--- src/rtl/uart_cmd_parser_pkg.sv ---
// Shared definitions for the UART command-frame parser.
//   state_e          : parser FSM states
//   DefaultSyncByte  : default frame start marker
//   ByteW / LenW     : byte width and width of the LEN field / payload index
//   csum_add         : modulo-256 checksum accumulate
package uart_cmd_parser_pkg;

  localparam int unsigned ByteW           = 8;
  localparam int unsigned LenW            = 5;
  localparam logic [7:0]  DefaultSyncByte = 8'hA5;

  typedef enum logic [2:0] {
    StHunt = 3'd0,
    StCmd  = 3'd1,
    StLen  = 3'd2,
    StData = 3'd3,
    StCsum = 3'd4
  } state_e;

  function automatic logic [ByteW-1:0] csum_add(input logic [ByteW-1:0] acc,
                                                input logic [ByteW-1:0] b);
    return acc + b;
  endfunction

endpackage

--- src/rtl/uart_cmd_parser_timeout.sv ---
// Inter-byte timeout counter for the command parser.
//   i_Clock, i_Rst_n : clock, asynchronous active-low reset
//   i_Clear          : restart the count (a byte arrived)
//   i_Enable         : count while a frame is in progress; held at 0 otherwise
//   o_Expire         : count reached TIMEOUT_CLKS-1 with no clear this cycle
module uart_cmd_parser_timeout #(
  parameter int unsigned TIMEOUT_CLKS = 20000
) (
  input  logic i_Clock,
  input  logic i_Rst_n,
  input  logic i_Clear,
  input  logic i_Enable,
  output logic o_Expire
);

  localparam int unsigned CntW = (TIMEOUT_CLKS > 2) ? $clog2(TIMEOUT_CLKS) : 1;
  localparam logic [CntW-1:0] CntLast = CntW'(TIMEOUT_CLKS - 1);

  logic [CntW-1:0] count_q, count_d;

  always_comb begin
    count_d = count_q;
    if (i_Clear || !i_Enable) begin
      count_d = '0;
    end else begin
      count_d = count_q + 1'b1;
    end
  end

  // A clear in the expiry cycle means a byte arrived in time.
  assign o_Expire = i_Enable && !i_Clear && (count_q == CntLast);

  always_ff @(posedge i_Clock or negedge i_Rst_n) begin
    if (!i_Rst_n) begin
      count_q <= '0;
    end else begin
      count_q <= count_d;
    end
  end

endmodule

--- src/rtl/uart_cmd_parser.sv ---
// Command-frame parser behind UART_RX: SYNC | CMD | LEN | DATA[LEN] | CSUM.
// Validates length and 8-bit checksum, enforces an inter-byte timeout and
// presents the last good command to the motor/config logic.
//   i_Clock, i_Rst_n      : clock, asynchronous active-low reset
//   i_RX_DV, i_RX_Byte    : byte stream from UART_RX
//   o_Cmd_Valid           : 1-cycle pulse, new good frame latched
//   o_Cmd_ID/Len/Data     : fields of the last good frame (data byte k at [8k+7:8k])
//   o_Csum_Err/o_Len_Err/o_Timeout_Err : 1-cycle error pulses
//   o_Busy                : a frame is in progress
module uart_cmd_parser
  import uart_cmd_parser_pkg::*;
#(
  parameter logic [7:0]  SYNC_BYTE    = DefaultSyncByte,
  parameter int unsigned MAX_LEN      = 8,
  parameter int unsigned TIMEOUT_CLKS = 20000
) (
  input  logic                       i_Clock,
  input  logic                       i_Rst_n,
  input  logic                       i_RX_DV,
  input  logic [ByteW-1:0]           i_RX_Byte,
  output logic                       o_Cmd_Valid,
  output logic [ByteW-1:0]           o_Cmd_ID,
  output logic [LenW-1:0]            o_Cmd_Len,
  output logic [ByteW*MAX_LEN-1:0]   o_Cmd_Data,
  output logic                       o_Csum_Err,
  output logic                       o_Len_Err,
  output logic                       o_Timeout_Err,
  output logic                       o_Busy
);

  state_e                          state_q, state_d;
  logic [ByteW-1:0]                sum_q, sum_d;
  logic [ByteW-1:0]                id_q, id_d;
  logic [LenW-1:0]                 len_q, len_d;
  logic [LenW-1:0]                 idx_q, idx_d;
  logic [MAX_LEN-1:0][ByteW-1:0]   stage_q, stage_d;

  logic                            cmd_valid_q, cmd_valid_d;
  logic                            csum_err_q, csum_err_d;
  logic                            len_err_q, len_err_d;
  logic                            tout_err_q, tout_err_d;
  logic [ByteW-1:0]                cmd_id_q, cmd_id_d;
  logic [LenW-1:0]                 cmd_len_q, cmd_len_d;
  logic [ByteW*MAX_LEN-1:0]        cmd_data_q, cmd_data_d;

  logic                            expire;

  uart_cmd_parser_timeout #(
    .TIMEOUT_CLKS(TIMEOUT_CLKS)
  ) u_timeout (
    .i_Clock  (i_Clock),
    .i_Rst_n  (i_Rst_n),
    .i_Clear  (i_RX_DV),
    .i_Enable (state_q != StHunt),
    .o_Expire (expire)
  );

  always_comb begin
    state_d     = state_q;
    sum_d       = sum_q;
    id_d        = id_q;
    len_d       = len_q;
    idx_d       = idx_q;
    stage_d     = stage_q;
    cmd_valid_d = 1'b0;
    csum_err_d  = 1'b0;
    len_err_d   = 1'b0;
    tout_err_d  = 1'b0;
    cmd_id_d    = cmd_id_q;
    cmd_len_d   = cmd_len_q;
    cmd_data_d  = cmd_data_q;

    // A byte always takes priority over a simultaneous timeout.
    if (i_RX_DV) begin
      unique case (state_q)
        StHunt: begin
          if (i_RX_Byte == SYNC_BYTE) state_d = StCmd;
        end
        StCmd: begin
          id_d    = i_RX_Byte;
          sum_d   = i_RX_Byte;
          state_d = StLen;
        end
        StLen: begin
          sum_d = csum_add(sum_q, i_RX_Byte);
          len_d = i_RX_Byte[LenW-1:0];
          idx_d = '0;
          if (i_RX_Byte > ByteW'(MAX_LEN)) begin
            len_err_d = 1'b1;
            state_d   = StHunt;
          end else if (i_RX_Byte == '0) begin
            state_d = StCsum;
          end else begin
            state_d = StData;
          end
        end
        StData: begin
          for (int k = 0; k < MAX_LEN; k++) begin
            if (idx_q == LenW'(k)) stage_d[k] = i_RX_Byte;
          end
          sum_d = csum_add(sum_q, i_RX_Byte);
          idx_d = idx_q + 1'b1;
          if (idx_q == len_q - 1'b1) state_d = StCsum;
        end
        StCsum: begin
          if (i_RX_Byte == sum_q) begin
            cmd_valid_d = 1'b1;
            cmd_id_d    = id_q;
            cmd_len_d   = len_q;
            // Staging may hold bytes from an older, longer frame; mask them.
            for (int k = 0; k < MAX_LEN; k++) begin
              cmd_data_d[ByteW*k +: ByteW] = (LenW'(k) < len_q) ? stage_q[k] : '0;
            end
          end else begin
            csum_err_d = 1'b1;
          end
          state_d = StHunt;
        end
        default: state_d = StHunt;
      endcase
    end else if (expire) begin
      tout_err_d = 1'b1;
      state_d    = StHunt;
    end
  end

  always_ff @(posedge i_Clock or negedge i_Rst_n) begin
    if (!i_Rst_n) begin
      state_q     <= StHunt;
      sum_q       <= '0;
      id_q        <= '0;
      len_q       <= '0;
      idx_q       <= '0;
      stage_q     <= '0;
      cmd_valid_q <= 1'b0;
      csum_err_q  <= 1'b0;
      len_err_q   <= 1'b0;
      tout_err_q  <= 1'b0;
      cmd_id_q    <= '0;
      cmd_len_q   <= '0;
      cmd_data_q  <= '0;
    end else begin
      state_q     <= state_d;
      sum_q       <= sum_d;
      id_q        <= id_d;
      len_q       <= len_d;
      idx_q       <= idx_d;
      stage_q     <= stage_d;
      cmd_valid_q <= cmd_valid_d;
      csum_err_q  <= csum_err_d;
      len_err_q   <= len_err_d;
      tout_err_q  <= tout_err_d;
      cmd_id_q    <= cmd_id_d;
      cmd_len_q   <= cmd_len_d;
      cmd_data_q  <= cmd_data_d;
    end
  end

  assign o_Cmd_Valid   = cmd_valid_q;
  assign o_Cmd_ID      = cmd_id_q;
  assign o_Cmd_Len     = cmd_len_q;
  assign o_Cmd_Data    = cmd_data_q;
  assign o_Csum_Err    = csum_err_q;
  assign o_Len_Err     = len_err_q;
  assign o_Timeout_Err = tout_err_q;
  assign o_Busy        = (state_q != StHunt);

endmodule

--- config.mk ---
export PLATFORM = sky130hd
export DESIGN_NAME = uart_cmd_parser
export DESIGN_NICKNAME = d
export VERILOG_FILES = /design/src/rtl/uart_cmd_parser_pkg.sv /design/src/rtl/uart_cmd_parser_timeout.sv /design/src/rtl/uart_cmd_parser.sv
export SDC_FILE = /design/constraint.sdc
export NUM_CORES = 1
export LEC_CHECK = 0
export ABC_AREA = 1
export BUFFER_PORTS_ARGS = -buffer_cell sky130_fd_sc_hd__clkbuf_2
export CELL_PAD_IN_SITES_DETAIL_PLACEMENT = 0
export CELL_PAD_IN_SITES_GLOBAL_PLACEMENT = 1
export CORE_ASPECT_RATIO = 1.25
export CORE_MARGIN = 2
export CORE_UTILIZATION = 45
export CTS_BUF_LIST = sky130_fd_sc_hd__clkbuf_8
export DETAILED_ROUTE_END_ITERATION = 6
export GPL_ROUTABILITY_DRIVEN = 0
export PLACE_DENSITY_LB_ADDON = 0.15
export RECOVER_POWER = 100
export SYNTH_ARGS = -nofsm -noshare
export SYNTH_HDL_FRONTEND = slang
export SYNTH_SLANG_ARGS = --single-unit
export TNS_END_PERCENT = 10
--- constraint.sdc ---
create_clock -name i_Clock -period 2.4 [get_ports i_Clock]
set_clock_uncertainty 0.2 [all_clocks]
set_input_delay 0.12 -clock i_Clock [delete_from_list [all_inputs] [get_ports i_Clock]]
set_output_delay 0.12 -clock i_Clock [all_outputs]
set_load 0.005 [all_outputs]
==> impl_metrics.ini <==
[hold_path]
min_path_cells = 1
hp-class = flop to flop
whs_endpoint = u_timeout.count_q[0]
hp-start = u_timeout.count_q[0]

[timing]
setup_viol = 0
period_needed_ps = 2200
period_share_pct = 91.7
setup_slack_ps = 198
slew_headroom_pct = -15.6
fin_setup_tns_ps = 0
final-hold-violation-count = 0
worstMarginPinSlew_ps = 1730
rsz0062_at_grt = true
maxSlewViolCount = 62
fmax_mhz = 454

[floorplan]
die_height_um = 156
num_rows = 55
start_util_pct = 45.9
die_w_um = 126
io-pin-count = 93
dieArea_sq_um = 19600
coreArea_sq_um = 18200

[placement]
dp_cells = 1227
port_buffers = 92
post-dp-hpwl_um = 13400
post-place-ws_ps = 113

[logic_synthesis]
synth.cell_area_sq_um = 8340
ys_ff_latch = 189
yosys_warnings = 0
synth.distinct_cells = 30
yosysSeqAreaShare_pct = 56.7
synth_nets = 952
syn_inst = 926
synth.avg_cell_area_sq_um = 9.01

[outcome]
status = complete, but fails checks
failed_checks = max-capacitance violations, max-slew violations

[setup_path]
critPathMaxStageDelay_ps = 390
arrival_ps = 2370
required_ps = 2560
crit_chain = ha_1, nor2_1, nand2_1, nor4_4, nand2_2, buf_6, o21ai_0, nand2_1
r2r_setup_slack_ps = 200
critPathLaunchType = flop
path_class = flop to flop
r2r_end = o_Cmd_Data[15]
reg2regPathDepth = 8
cp_common_cell = nand2_1
cp-end-kind = flop
slowest_stage = dfrtp_1
r2r-start = sum_q[4]
worstPathMaxFanout = 72

[finish]
layoutNonFillerInstCount = 1268
n_antenna_cell = 0
n_fill_cell = 1835
multi_input_area_sq_um = 3090
ff_latch_area_sq_um = 4730
fin_util_pct = 52.1
syn2layout_area_growth_pct = 13.5
nNetsFinal = 1054
layout-drive-gt1-share_pct = 11.8

[clocking]
cts_sinks = 189
post_cts.repair.setup_buffers = 0
clock_path_buffers = 2
cts_max_level = 4
cts.reportedPaths.clkPinSlew_ps = 90
tritoncts = yes
cts_root_buf = clkbuf_8
cts_buffers = 17
clk_latency_ps = 470

[power_and_ir_drop]
powerDensity_nw_per_um2 = 842
peakVddDrop_v = 0.000435
total_power_mw = 7.97
p_leak_nw = 4.87

[routing]
num_vias = 6542
dr.pass1.iters = 5
first_iter_violations = 544
antenna_left = 0
routed_wirelength_um = 20100
wl_per_cell_um = 15.9
vias_per_cell = 5.16
drc = 0

[global_routing]
antenna_found_initial = 0
grt_max_degree = 74
grt_pass1_vias = 6512
grt_usage_pct = 21.3
grt.overflow.total = 0
grt_first_pass_wirelength_um = 33100

[run]
maxCapViolCount = 1
-- cell usage after synthesis, drive strengths merged --
cell type | count | area share [%]
nor2 | 45 | 2.3
dfrtp | 189 | 57
ha | 14 | 2.1
a21o | 1 | 0.090
buf | 19 | 2.0
nor4 | 5 | 0.56
a31oi | 2 | 0.15
and2 | 1 | 0.075
a21oi | 29 | 1.7
or2 | 2 | 0.15
fa | 1 | 0.24
xnor2 | 4 | 0.42
clkbuf | 27 | 1.2
nand2 | 253 | 12
o21a | 6 | 0.54
nand3b | 32 | 2.9
xor2 | 3 | 0.32
o21ai | 166 | 10
nand4 | 4 | 0.30
nand3 | 53 | 3.2
nor3 | 9 | 0.74
inv | 61 | 2.7
-- worst max-delay path by stage --
stage          startpoint  slack (ps)              to
2_1_floorplan    sum_q[3]         430  o_Cmd_Data[16]
3_3_place_gp     sum_q[6]         170  o_Cmd_Data[23]
3_5_place_dp     sum_q[6]         110  o_Cmd_Data[34]
4_1_cts          sum_q[6]          90   o_Cmd_Data[0]
5_1_grt          sum_q[6]          -3    o_Cmd_Len[1]
6_report         sum_q[4]         200  o_Cmd_Data[15]
-- through the flow --
stage,hold WS [ps],cell area [sq um]
6_report,260,9470
5_1_grt,292,9470
4_1_cts,15.8,9560
3_5_place_dp,-28.3,9090
3_3_place_gp,-38.6,9090
2_1_floorplan,-376,8340
-- critical path: cells and delay by family, from the launching register on --
kind	cells	cell delay (ps)
AO/OA/AOI/OAI	1	260
adder cells (fa/ha/maj)	1	350
buffers and inverters	1	230
flip-flops	1	390
AND/OR/NAND/NOR	5	600
-- state kept, by name, indices dropped and copies added, names as in the netlist --
| register | count |
|---|---|
| o_Cmd_ID | 8 |
| o_Cmd_Len | 5 |
| o_Cmd_Valid | 1 |
| id_q | 8 |
| idx_q | 5 |
| o_Timeout_Err | 1 |
| o_Cmd_Data | 64 |
| stage_q | 64 |
| sum_q | 8 |
| o_Len_Err | 1 |
| o_Csum_Err | 1 |
| len_q | 5 |
| u_timeout.count_q | 15 |
| state_q | 3 |
-- final cells by class --
type / count / share of cell area, %
multi-input combinational: 630 / 32.6
clock inverter: 9 / 0.661
tap: 228 / 3.01
inverter: 61 / 2.42
clock buffer: 22 / 3.20
sequential: 189 / 49.9
timing repair buffer: 129 / 8.13
-- cells in the final DEF (no fill, tap or decap), types with 2 or more instances in the layout --
cell | synthesis | layout
ha_1 | 14 | 14
clkbuf_1 | 27 | 35
nor4_1 | 4 | 4
clkinvlp_4 | 0 | 3
o21ai_1 | 9 | 3
nand2_1 | 247 | 251
xnor2_1 | 4 | 4
or2_2 | 2 | 2
inv_1 | 59 | 61
clkinv_2 | 0 | 2
clkinv_4 | 0 | 2
clkbuf_8 | 0 | 22
clkbuf_2 | 0 | 62
a31oi_1 | 2 | 2
nand3_1 | 53 | 52
o21ai_0 | 157 | 163
nand4_1 | 4 | 4
dfrtp_1 | 189 | 189
a21oi_1 | 29 | 29
buf_12 | 0 | 5
nand2_2 | 6 | 2
dlygate4sd3_1 | 0 | 10
nor3_1 | 7 | 7
nor2_1 | 42 | 44
xor2_1 | 3 | 3
o21a_1 | 6 | 6
nand3b_1 | 32 | 32
buf_4 | 0 | 15
-- routing by layer --
metal / share of wire, % / up-vias / GRT usage, %
met5: 0 / - / 0
met4: 2.5 / 0 / 7.64
met3: 3.9 / 30 / 4.00
met2: 47 / 123 / 34.2
met1: 46 / 3146 / 29.1
li1: - / 3243 / -
-- report_power, final --
part / internal (mW) / switching, mW / total (mW)
Sequential: 3.60 / 0.276 / 3.88
Clock: 0.849 / 1.12 / 1.97
Combinational: 0.778 / 1.34 / 2.12
Total: 5.23 / 2.74 / 7.97
-- kinds of logic after synthesis --
family / synth area share (%)
flops: 56.7
simple gates: 21.7
xor+xnor: 0.735
compound gates: 12.5
buf+inv: 6.00
fa+ha+maj: 2.34
-- repair_timing --
action | 4_1_cts | 5_1_grt
hold buffers | 10 | 0
endpoints found under the setup margin | 0 | 71
gates resized for setup | 0 | 1
hold endpoints to repair | 227 | 0
(Power assumes the default switching activity.)
